### config.mk
export PLATFORM = sky130hd
export DESIGN_NAME = alu_exec_unit_flat
export DESIGN_NICKNAME = d
export VERILOG_FILES = /design/src/rtl/alu_exec_unit_if.sv /design/src/rtl/alu_exec_unit.sv /design/src/flat_wrapper.sv
export SDC_FILE = /design/constraint.sdc
export NUM_CORES = 1
export LEC_CHECK = 0
export ABC_AREA = 1
export CAP_MARGIN = 5
export CORE_MARGIN = 2
export CORE_UTILIZATION = 30
export CTS_BUF_LIST = sky130_fd_sc_hd__clkbuf_4
export DETAILED_ROUTE_END_ITERATION = 12
export GPL_ROUTABILITY_DRIVEN = 0
export SYNTH_ARGS = -nofsm -noshare
export SYNTH_HDL_FRONTEND = slang
export SYNTH_SLANG_ARGS = --single-unit
### constraint.sdc
create_clock -name clk -period 4.8 [get_ports clk]
set_input_delay 0.48 -clock clk [delete_from_list [all_inputs] [get_ports clk]]
set_output_delay 0.48 -clock clk [all_outputs]
set_load 0.03 [all_outputs]
### src/rtl/alu_exec_unit_if.sv
// alu_exec_unit_if
//   Bundles the operation-side and result-side handshakes of the ALU
//   execution unit.
//   master : the environment (operand fetch upstream, writeback downstream)
//   slave  : the execution unit itself
//   Operation side : in_valid, in_ready, ALUControl, srca, srcb
//   Result side    : out_valid, out_ready, out_result, out_zero, out_ovf,
//                    out_illegal
interface alu_exec_unit_if #(
  parameter int WIDTH = 32
);
  logic             in_valid;
  logic             in_ready;
  logic [2:0]       ALUControl;
  logic [WIDTH-1:0] srca;
  logic [WIDTH-1:0] srcb;
  logic             out_valid;
  logic             out_ready;
  logic [WIDTH-1:0] out_result;
  logic             out_zero;
  logic             out_ovf;
  logic             out_illegal;

  modport master (
    output in_valid, ALUControl, srca, srcb, out_ready,
    input  in_ready, out_valid, out_result, out_zero, out_ovf, out_illegal
  );

  modport slave (
    input  in_valid, ALUControl, srca, srcb, out_ready,
    output in_ready, out_valid, out_result, out_zero, out_ovf, out_illegal
  );
endinterface

### src/rtl/alu_exec_unit.sv
// alu_exec_unit
//   Executes one ALUControl operation per accepted input and buffers the
//   result in a two-entry output stage (main + skid), so writeback may stall
//   without losing operations. in_ready depends only on the buffer state.
// Ports
//   clk   : rising-edge clock
//   reset : synchronous, active-high
//   bus   : alu_exec_unit_if.slave (operation in, result out handshakes)
module alu_exec_unit #(
  parameter int WIDTH = 32
) (
  input  logic           clk,
  input  logic           reset,
  alu_exec_unit_if.slave bus
);

  typedef struct packed {
    logic [WIDTH-1:0] result;
    logic             zero;
    logic             ovf;
    logic             illegal;
  } entry_t;

  // State encodes how many entries are held.
  typedef enum logic [1:0] {
    EMPTY = 2'd0,
    ONE   = 2'd1,
    FULL  = 2'd2
  } state_t;

  state_t state_q, state_d;
  entry_t main_q, main_d;
  entry_t skid_q, skid_d;
  entry_t new_entry;

  logic [WIDTH-1:0] sum;
  logic [WIDTH-1:0] diff;
  logic             in_ready_int;
  logic             out_valid_int;
  logic             accept;
  logic             pop;

  // Combinational execute on the incoming operands.
  always_comb begin
    sum       = bus.srca + bus.srcb;
    diff      = bus.srca - bus.srcb;
    new_entry = '0;
    case (bus.ALUControl)
      3'b000: begin
        new_entry.result = sum;
        new_entry.ovf    = (bus.srca[WIDTH-1] == bus.srcb[WIDTH-1]) &&
                           (sum[WIDTH-1] != bus.srca[WIDTH-1]);
      end
      3'b001: begin
        new_entry.result = diff;
        new_entry.ovf    = (bus.srca[WIDTH-1] != bus.srcb[WIDTH-1]) &&
                           (diff[WIDTH-1] != bus.srca[WIDTH-1]);
      end
      3'b010: new_entry.result = bus.srca & bus.srcb;
      3'b011: new_entry.result = bus.srca | bus.srcb;
      3'b101: new_entry.result = {{(WIDTH-1){1'b0}},
                                  ($signed(bus.srca) < $signed(bus.srcb))};
      // Undefined codes, including X/Z in simulation, land here.
      default: new_entry.illegal = 1'b1;
    endcase
    new_entry.zero = (new_entry.result == '0);
  end

  assign in_ready_int  = (state_q != FULL);
  assign out_valid_int = (state_q != EMPTY);
  assign accept        = bus.in_valid && in_ready_int;
  assign pop           = out_valid_int && bus.out_ready;

  // State register
  always_ff @(posedge clk) begin
    if (reset) begin
      state_q <= EMPTY;
      main_q  <= '0;
      skid_q  <= '0;
    end else begin
      state_q <= state_d;
      main_q  <= main_d;
      skid_q  <= skid_d;
    end
  end

  // Next-state and buffer update
  always_comb begin
    state_d = state_q;
    main_d  = main_q;
    skid_d  = skid_q;
    case (state_q)
      EMPTY: begin
        if (accept) begin
          state_d = ONE;
          main_d  = new_entry;
        end
      end
      ONE: begin
        if (accept && pop) begin
          main_d = new_entry;
        end else if (accept) begin
          state_d = FULL;
          skid_d  = new_entry;
        end else if (pop) begin
          state_d = EMPTY;
        end
      end
      FULL: begin
        if (pop) begin
          state_d = ONE;
          main_d  = skid_q;
        end
      end
      default: state_d = EMPTY;
    endcase
  end

  // Outputs: always present the main entry; it keeps its value when EMPTY.
  always_comb begin
    bus.in_ready    = in_ready_int;
    bus.out_valid   = out_valid_int;
    bus.out_result  = main_q.result;
    bus.out_zero    = main_q.zero;
    bus.out_ovf     = main_q.ovf;
    bus.out_illegal = main_q.illegal;
  end

endmodule

### src/flat_wrapper.sv
// flat-port wrapper written by rule: the top's interface ports become plain ports
module alu_exec_unit_flat 
#(
  parameter int WIDTH = 32
)
  (clk, reset, bus_in_valid, bus_ALUControl, bus_srca, bus_srcb, bus_out_ready, bus_in_ready, bus_out_valid, bus_out_result, bus_out_zero, bus_out_ovf, bus_out_illegal);
  alu_exec_unit_if #(.WIDTH(WIDTH)) bus_i ();
  input  logic clk;
  input  logic reset;
  input wire logic [$bits(bus_i.in_valid)-1:0] bus_in_valid;
  input wire logic [$bits(bus_i.ALUControl)-1:0] bus_ALUControl;
  input wire logic [$bits(bus_i.srca)-1:0] bus_srca;
  input wire logic [$bits(bus_i.srcb)-1:0] bus_srcb;
  input wire logic [$bits(bus_i.out_ready)-1:0] bus_out_ready;
  output wire logic [$bits(bus_i.in_ready)-1:0] bus_in_ready;
  output wire logic [$bits(bus_i.out_valid)-1:0] bus_out_valid;
  output wire logic [$bits(bus_i.out_result)-1:0] bus_out_result;
  output wire logic [$bits(bus_i.out_zero)-1:0] bus_out_zero;
  output wire logic [$bits(bus_i.out_ovf)-1:0] bus_out_ovf;
  output wire logic [$bits(bus_i.out_illegal)-1:0] bus_out_illegal;
  assign bus_i.in_valid = bus_in_valid;
  assign bus_i.ALUControl = bus_ALUControl;
  assign bus_i.srca = bus_srca;
  assign bus_i.srcb = bus_srcb;
  assign bus_i.out_ready = bus_out_ready;
  assign bus_in_ready = bus_i.in_ready;
  assign bus_out_valid = bus_i.out_valid;
  assign bus_out_result = bus_i.out_result;
  assign bus_out_zero = bus_i.out_zero;
  assign bus_out_ovf = bus_i.out_ovf;
  assign bus_out_illegal = bus_i.out_illegal;
  alu_exec_unit #(.WIDTH(WIDTH)) u_core (.clk(clk), .reset(reset), .bus(bus_i));
endmodule
==> results.py, run 1 <==
metrics = {
    "setup_path": {
        "arrival_ns": 3.62,
        "reg2reg_slack_ns": 2.20,
        "crit_chain": "clkdlybuf4s50_1 -> inv_1 -> ha_1 -> inv_1 -> nand2_1 -> nand2_1 -> inv_1 -> nand2_1 -> inv_1 -> nand3_1 -> o21ai_0 -> a21oi_1 -> nor2_2 -> nand2_1 -> nor2_1 -> nand3_1 -> nor2_1 -> nand3_1 -> nand2_1 -> nand2_1 -> a21oi_2",
        "critPathBufInv": 5,
        "cp-start-kind": "input pin",
        "worstSetupEndpointType": "flop",
        "r2r_start": "u_core.state_q[0]",
        "cp_data_required_time_ns": 5.16,
        "rr_worst_depth": 7,
        "crit_start": "bus_srca[10]",
        "timing.critical_path.mode_cell": "nand2_1",
        "crit_slowest_cell": "clkdlybuf4s50_1",
        "cp_max_fo": 8,
        "reg2reg_to": "u_core.bus.out_result[21]",
        "worst-path-stages": 21,
        "path_class": "input pin to flop",
        "cpPeakStageDelay_ns": 0.51,
        "setup.worst_path.end": "u_core.bus.out_zero",
        "crit_family": "simple AND/OR/NAND/NOR gates",
    },
    "sta": {
        "maxSlewHeadroom_pct": 27.7,
        "setup_viol": 0,
        "hold_slack_ns": 0.471,
        "period_share_pct": 68.0,
        "rsz0062_at_grt": "no",
        "fmax_mhz": 306,
        "period_minus_slack_ns": 3.27,
        "worstMarginPinSlew_ns": 1.08,
        "hold_viol": 0,
        "slew_violations": 0,
        "finalClockSkew_ns": 0.00953,
        "tns_ns": 0,
    },
    "synth": {
        "syn-instance-count": 1705,
        "yosys.area.top_type": "nand2_1",
        "syn_nets": 1874,
        "avgSynthCellArea_um2": 5.60,
        "ys.flop_type": "dfxtp_1",
        "syn-cell-area_um2": 9540,
        "yosysWarnings": 0,
        "async_reset_ff_share_pct": 0,
        "synthTopCellsByCount": "nand2_1, inv_1, a21oi_1",
        "synth_most_common_cell": "nand2_1",
        "synth-edff-count": 0,
        "synth.top_cells.by_area": "nand2_1, dfxtp_1, inv_1",
        "yosysSeqAreaShare_pct": 15.1,
        "synth.top_cell.area_share_pct": 18.6,
        "ys_types": 43,
        "synth_seq_cells": 72,
    },
    "power": {
        "p_seq_share_pct": 33.1,
        "clkPwrFrac_pct": 15.6,
        "p_int_mw": 1.07,
        "ir_drop_uv": 88.4,
        "leakage_nw": 5.94,
        "p_sw_mw": 0.881,
        "power_mw": 1.95,
        "power_density_nw_per_um2": 180,
        "switching_share_pct": 45.2,
        "power.share.combinational_pct": 51.2,
    },
    "clock_tree": {
        "cts.sink_count": 72,
        "ctsResizeCount": 0,
        "clk_pin_slew_ns": 0.11,
        "clk_path_buf_depth": 2,
        "cts_setup_buffers": 0,
        "cts_tree": "built",
        "insertion_delay_ns": 0.42,
        "postCtsHoldBufs": 0,
        "cts_buffers": 9,
        "cts-root-buf": "clkbuf_4",
        "htreeDepth": 3,
    },
    "flow_run": {
        "drv_cap": 0,
    },
    "layout": {
        "diodes": 0,
        "drive_gt1_share_pct": 4.52,
        "final_cell_area_um2": 10800,
        "fillers": 3530,
        "nets": 1936,
        "synthToLayoutAreaGrowth_pct": 13.3,
    },
    "detailed_routing": {
        "drt_iter0_markers": 926,
        "wl_per_cell_um": 14.5,
        "wl_mm": 31.5,
        "num_vias": 10500,
        "dr.pass1.iters": 6,
        "drcViolationCount": 0,
        "via_per_inst": 4.83,
        "drtAntennaViolNets": 0,
    },
    "floorplan": {
        "dieWidth_um": 182,
        "io_pins": 108,
        "std_cell_rows": 65,
        "die_h_um": 182,
        "core_area_um2": 31500,
        "start_util_pct": 30.3,
        "die_area_um2": 33200,
    },
    "global_route": {
        "gr-total-overflow": 0,
        "grt_max_degree": 63,
        "grt_antenna_before_repair": 0,
        "grt_pass1_vias": 9690,
        "grt_pass1_wl_mm": 49.8,
        "grt.total_usage_pct": 18.7,
    },
    "worst_hold_path": {
        "min_path_cells": 2,
        "min_from": "u_core.bus.out_result[10]",
        "hp-class": "flop to flop",
    },
    "placed_design": {
        "hpwl_mm": 25.8,
        "io_buffers": 107,
        "dpl-instance-area_um2": 10700,
    },
    "run_status": {
        "status": "completed",
    },
}
==> cells by family (layout without fill, tap and decap cells) <==
group / Yosys count / after routing / synth area share, %
compound gates: 290 / 290 / 16.3
xor+xnor: 1 / 1 / 0.0918
fa+ha+maj: 98 / 98 / 13.0
buf+inv: 453 / 518 / 19.9
flops: 72 / 72 / 15.1
simple gates: 791 / 791 / 35.5
==> power groups by stage <==
| stage | registers [mW] | clock network, mW | logic (mW) |
|---|---|---|---|
| floorplan | 0.695 | 0 | 0.640 |
| global placement | 0.659 | 0 | 0.972 |
| detailed placement | 0.659 | 0 | 0.981 |
| CTS | 0.646 | 0.313 | 0.986 |
| global route | 0.650 | 0.343 | 1.11 |
| finish | 0.645 | 0.305 | 0.999 |
==> worst min-delay path: cells and delay by family, from the launching register on <==
| family | cells | cell delay [ns] |
|---|---|---|
| flops | 1 | 0.32 |
| simple gates | 1 | 0.06 |
| compound gates | 1 | 0.05 |
==> layer usage <==
metal	wire (µm)	up-vias	GRT usage [%]
li1	-	5348	-
met1	15000	4719	26.6
met2	13700	390	30.2
met3	2170	39	2.00
met4	638	0	4.94
met5	0	-	0
==> worst min path at each step <==
stage	end	slack, ns
2_1_floorplan	u_core.skid_q[8]	0.44
3_3_place_gp	u_core.skid_q[9]	0.45
3_5_place_dp	u_core.bus.out_result[7]	0.46
4_1_cts	u_core.bus.out_result[7]	0.47
5_1_grt	u_core.bus.out_result[23]	0.49
6_report	u_core.bus.out_result[10]	0.47
==> registers in the layout, summed over array words and instances (netlist names) <==
signal	flops
u_core.skid_q	35
u_core.bus.out_result	32
u_core.state_q	2
u_core.bus.out_illegal	1
u_core.bus.out_ovf	1
u_core.bus.out_zero	1
==> cell type report <==
cell class                      count  area (µm²)  share of cell area, %
Multi-Input combinational cell   1180        6200                   57.4
Inverter                          393        1480                   13.7
Sequential cell                    72        1440                   13.3
Timing Repair Buffer              111        1100                   10.1
Tap cell                          402         503                   4.65
Clock buffer                       11        82.6                  0.764
Clock inverter                      3        11.3                  0.104
==> through the flow <==
| step | std cells | util [%] | worst slack, ns |
|---|---|---|---|
| final | 2172 | 34.4 | 1.53 |
| after floorplan | 1705 | - | 2.32 |
| after global routing | 2172 | 34.4 | 1.20 |
| after detailed placement | 2158 | 34.1 | 1.18 |
| after global placement | 2158 | 34.1 | 1.21 |
| after CTS | 2172 | 34.4 | 1.63 |
==> cell usage in the layout (no fill, tap or decap), types with 2 or more instances in the layout <==
cell type          n
a21oi_2            6
o211a_1            2
o22ai_1           26
nand4_1           12
a21oi_1          146
nand2_1          472
o21bai_1           4
a211oi_1           2
buf_4              4
inv_2              9
o21ai_1            2
nand3b_1           7
nand3_2            7
clkdlybuf4s50_1  106
nand2_2           18
nor2_2            10
inv_1            383
nand2_4            2
clkinv_1           3
dfxtp_1           72
fa_1               2
nor3_2             3
nand3_1          116
o21ai_0           91
nor2_4             5
nor2_1           126
a31oi_1            3
o211ai_1           7
ha_1              96
clkbuf_4          11
nor3_1             8
(Power assumes the default switching activity.)
==> run 2: changes to the inputs <==
- clock period: 4.8 -> 3.4 ns (I/O delays scaled with it)
==> results.py, run 2 (synthesized netlist as in run 1, its figures left out) <==
metrics = {
    "sta": {
        "finalClockSkew_ns": 0.00998,
        "period_minus_slack_ns": 3.00,
        "maxSlewHeadroom_pct": 55.8,
        "slew_violations": 0,
        "period_share_pct": 88.3,
        "rsz0062_at_grt": "no",
        "fmax_mhz": 333,
        "hold_viol": 0,
        "setup_viol": 0,
        "worstMarginPinSlew_ns": 0.663,
    },
    "layout": {
        "largest_reg_flops": 35,
        "synthToLayoutAreaGrowth_pct": 15.7,
        "drive_gt1_share_pct": 5.96,
        "final_cell_area_um2": 11000,
        "seq_area_um2": 1440,
        "diodes": 0,
        "mostFrequentLayoutCell": "nand2_1",
        "instances_no_fill": 2198,
        "mostFrequentLayoutCells": "nand2_1, inv_1, a21oi_1",
        "multi_input_area_um2": 6200,
        "nets": 1960,
        "largest-register": "u_core.skid_q",
        "fillers": 3497,
    },
    "run_status": {
        "status": "completed",
    },
    "clock_tree": {
        "clk_path_buf_depth": 2,
        "clk_pin_slew_ns": 0.11,
        "cts_tree": "built",
        "cts.sink_count": 72,
        "cts_buffers": 9,
        "ctsResizeCount": 0,
        "cts-root-buf": "clkbuf_4",
        "cts_setup_buffers": 0,
        "insertion_delay_ns": 0.43,
        "htreeDepth": 3,
        "postCtsHoldBufs": 0,
    },
    "setup_path": {
        "cp_max_fo": 8,
        "path_class": "input pin to flop",
        "crit_slowest_cell": "clkdlybuf4s50_1",
        "worst-path-stages": 21,
        "timing.critical_path.mode_cell": "nand2_1",
        "cp-start-kind": "input pin",
        "cpPeakStageDelay_ns": 0.56,
        "crit_chain": "clkdlybuf4s50_1 -> inv_1 -> ha_1 -> inv_1 -> nand2_1 -> nand2_1 -> nand2_1 -> nand2_1 -> nand2_1 -> nand2_1 -> a21oi_1 -> nand3_1 -> nand3_1 -> nand2_1 -> nand2_1 -> nand4_1 -> nor2_1 -> nand3_1 -> nand2_1 -> nand2_1 -> a21oi_2",
        "rr_worst_depth": 9,
        "critPathBufInv": 3,
        "cp_data_required_time_ns": 3.77,
        "crit_family": "simple AND/OR/NAND/NOR gates",
        "arrival_ns": 3.38,
        "worstSetupEndpointType": "flop",
    },
    "floorplan": {
        "core_area_um2": 31500,
        "io_pins": 108,
        "dieWidth_um": 182,
        "die_h_um": 182,
        "std_cell_rows": 65,
        "start_util_pct": 30.3,
        "die_area_um2": 33200,
    },
    "detailed_routing": {
        "drt_iter0_markers": 980,
        "wl_mm": 31.9,
        "via_per_inst": 4.83,
        "num_vias": 10600,
        "wl_per_cell_um": 14.5,
        "dr.pass1.iters": 9,
        "drtAntennaViolNets": 0,
        "drcViolationCount": 0,
    },
    "placed_design": {
        "numPlacedInstances": 2182,
        "hpwl_mm": 26.3,
        "dpl-instance-area_um2": 10900,
        "io_buffers": 107,
    },
    "power": {
        "clkPwrFrac_pct": 18.4,
        "p_sw_mw": 1.27,
        "p_int_mw": 1.62,
        "leakage_nw": 6.08,
        "power.share.combinational_pct": 50.0,
        "p_seq_share_pct": 31.6,
        "power_density_nw_per_um2": 261,
        "switching_share_pct": 43.9,
        "ir_drop_uv": 147,
    },
    "global_route": {
        "grt_max_degree": 58,
        "grt.total_usage_pct": 18.9,
        "grt_antenna_before_repair": 0,
        "grt_pass1_vias": 9671,
        "grt_pass1_wl_mm": 50.3,
        "gr-total-overflow": 0,
    },
    "flow_run": {
        "drv_cap": 0,
    },
    "worst_hold_path": {
        "hp-class": "input pin to flop",
        "min_path_cells": 2,
    },
}
-- run 2: final timing paths --
check	slack (ns)	from	to
worst max register to register	1.54	u_core.state_q[0]	u_core.bus.out_result[10]
worst min-delay path	0.43	reset	u_core.bus.out_zero
worst min register to register	0.47	u_core.bus.out_result[18]	u_core.bus.out_result[18]
worst max-delay path	0.40	bus_srca[25]	u_core.bus.out_zero
-- run 2: layout make-up --
type | instances | area share, %
multi-input combinational | 1180 | 56.2
inverter | 393 | 13.4
sequential | 72 | 13.1
timing repair buffer | 135 | 11.7
tap | 402 | 4.55
clock buffer | 11 | 0.748
clock inverter | 5 | 0.430
-- run 2: power by group through the flow --
stage          clock, mW  sequential (mW)  combinational (mW)
2_1_floorplan          0            0.981               0.903
3_3_place_gp           0            0.931                1.40
3_5_place_dp           0            0.932                1.42
4_1_cts            0.547            0.913                1.42
5_1_grt            0.576            0.919                1.60
6_report           0.530            0.912                1.44
-- run 2: layer usage --
layer,global-route usage (%),up-vias,part of all wire (%),wire [µm]
li1,-,5417,-,-
met1,26.5,4738,47,14900
met2,30.3,423,44,13900
met3,2.59,33,7.7,2450
met4,4.87,0,2.0,629
met5,0,-,0,0
-- run 2: stage by stage --
stage	hold WS [ns]	setup WS, ns	TNS, ns	total power [mW]	utilization, %
6_report	0.434	0.397	0	2.88	35.1
2_1_floorplan	0.436	1.06	0	1.88	-
4_1_cts	0.389	0.458	0	2.88	35.1
5_1_grt	0.443	0.126	0	3.09	35.1
3_3_place_gp	0.447	-0.0275	-0.0275	2.34	34.7
3_5_place_dp	0.455	-0.0250	-0.0250	2.35	34.7
==> run 3: changes to the inputs <==
- SLEW_MARGIN: not set -> 30
- TNS_END_PERCENT: not set -> 10
==> results of run 3 <==
The final DEF is identical to that of run 2; final timing and power are the same.
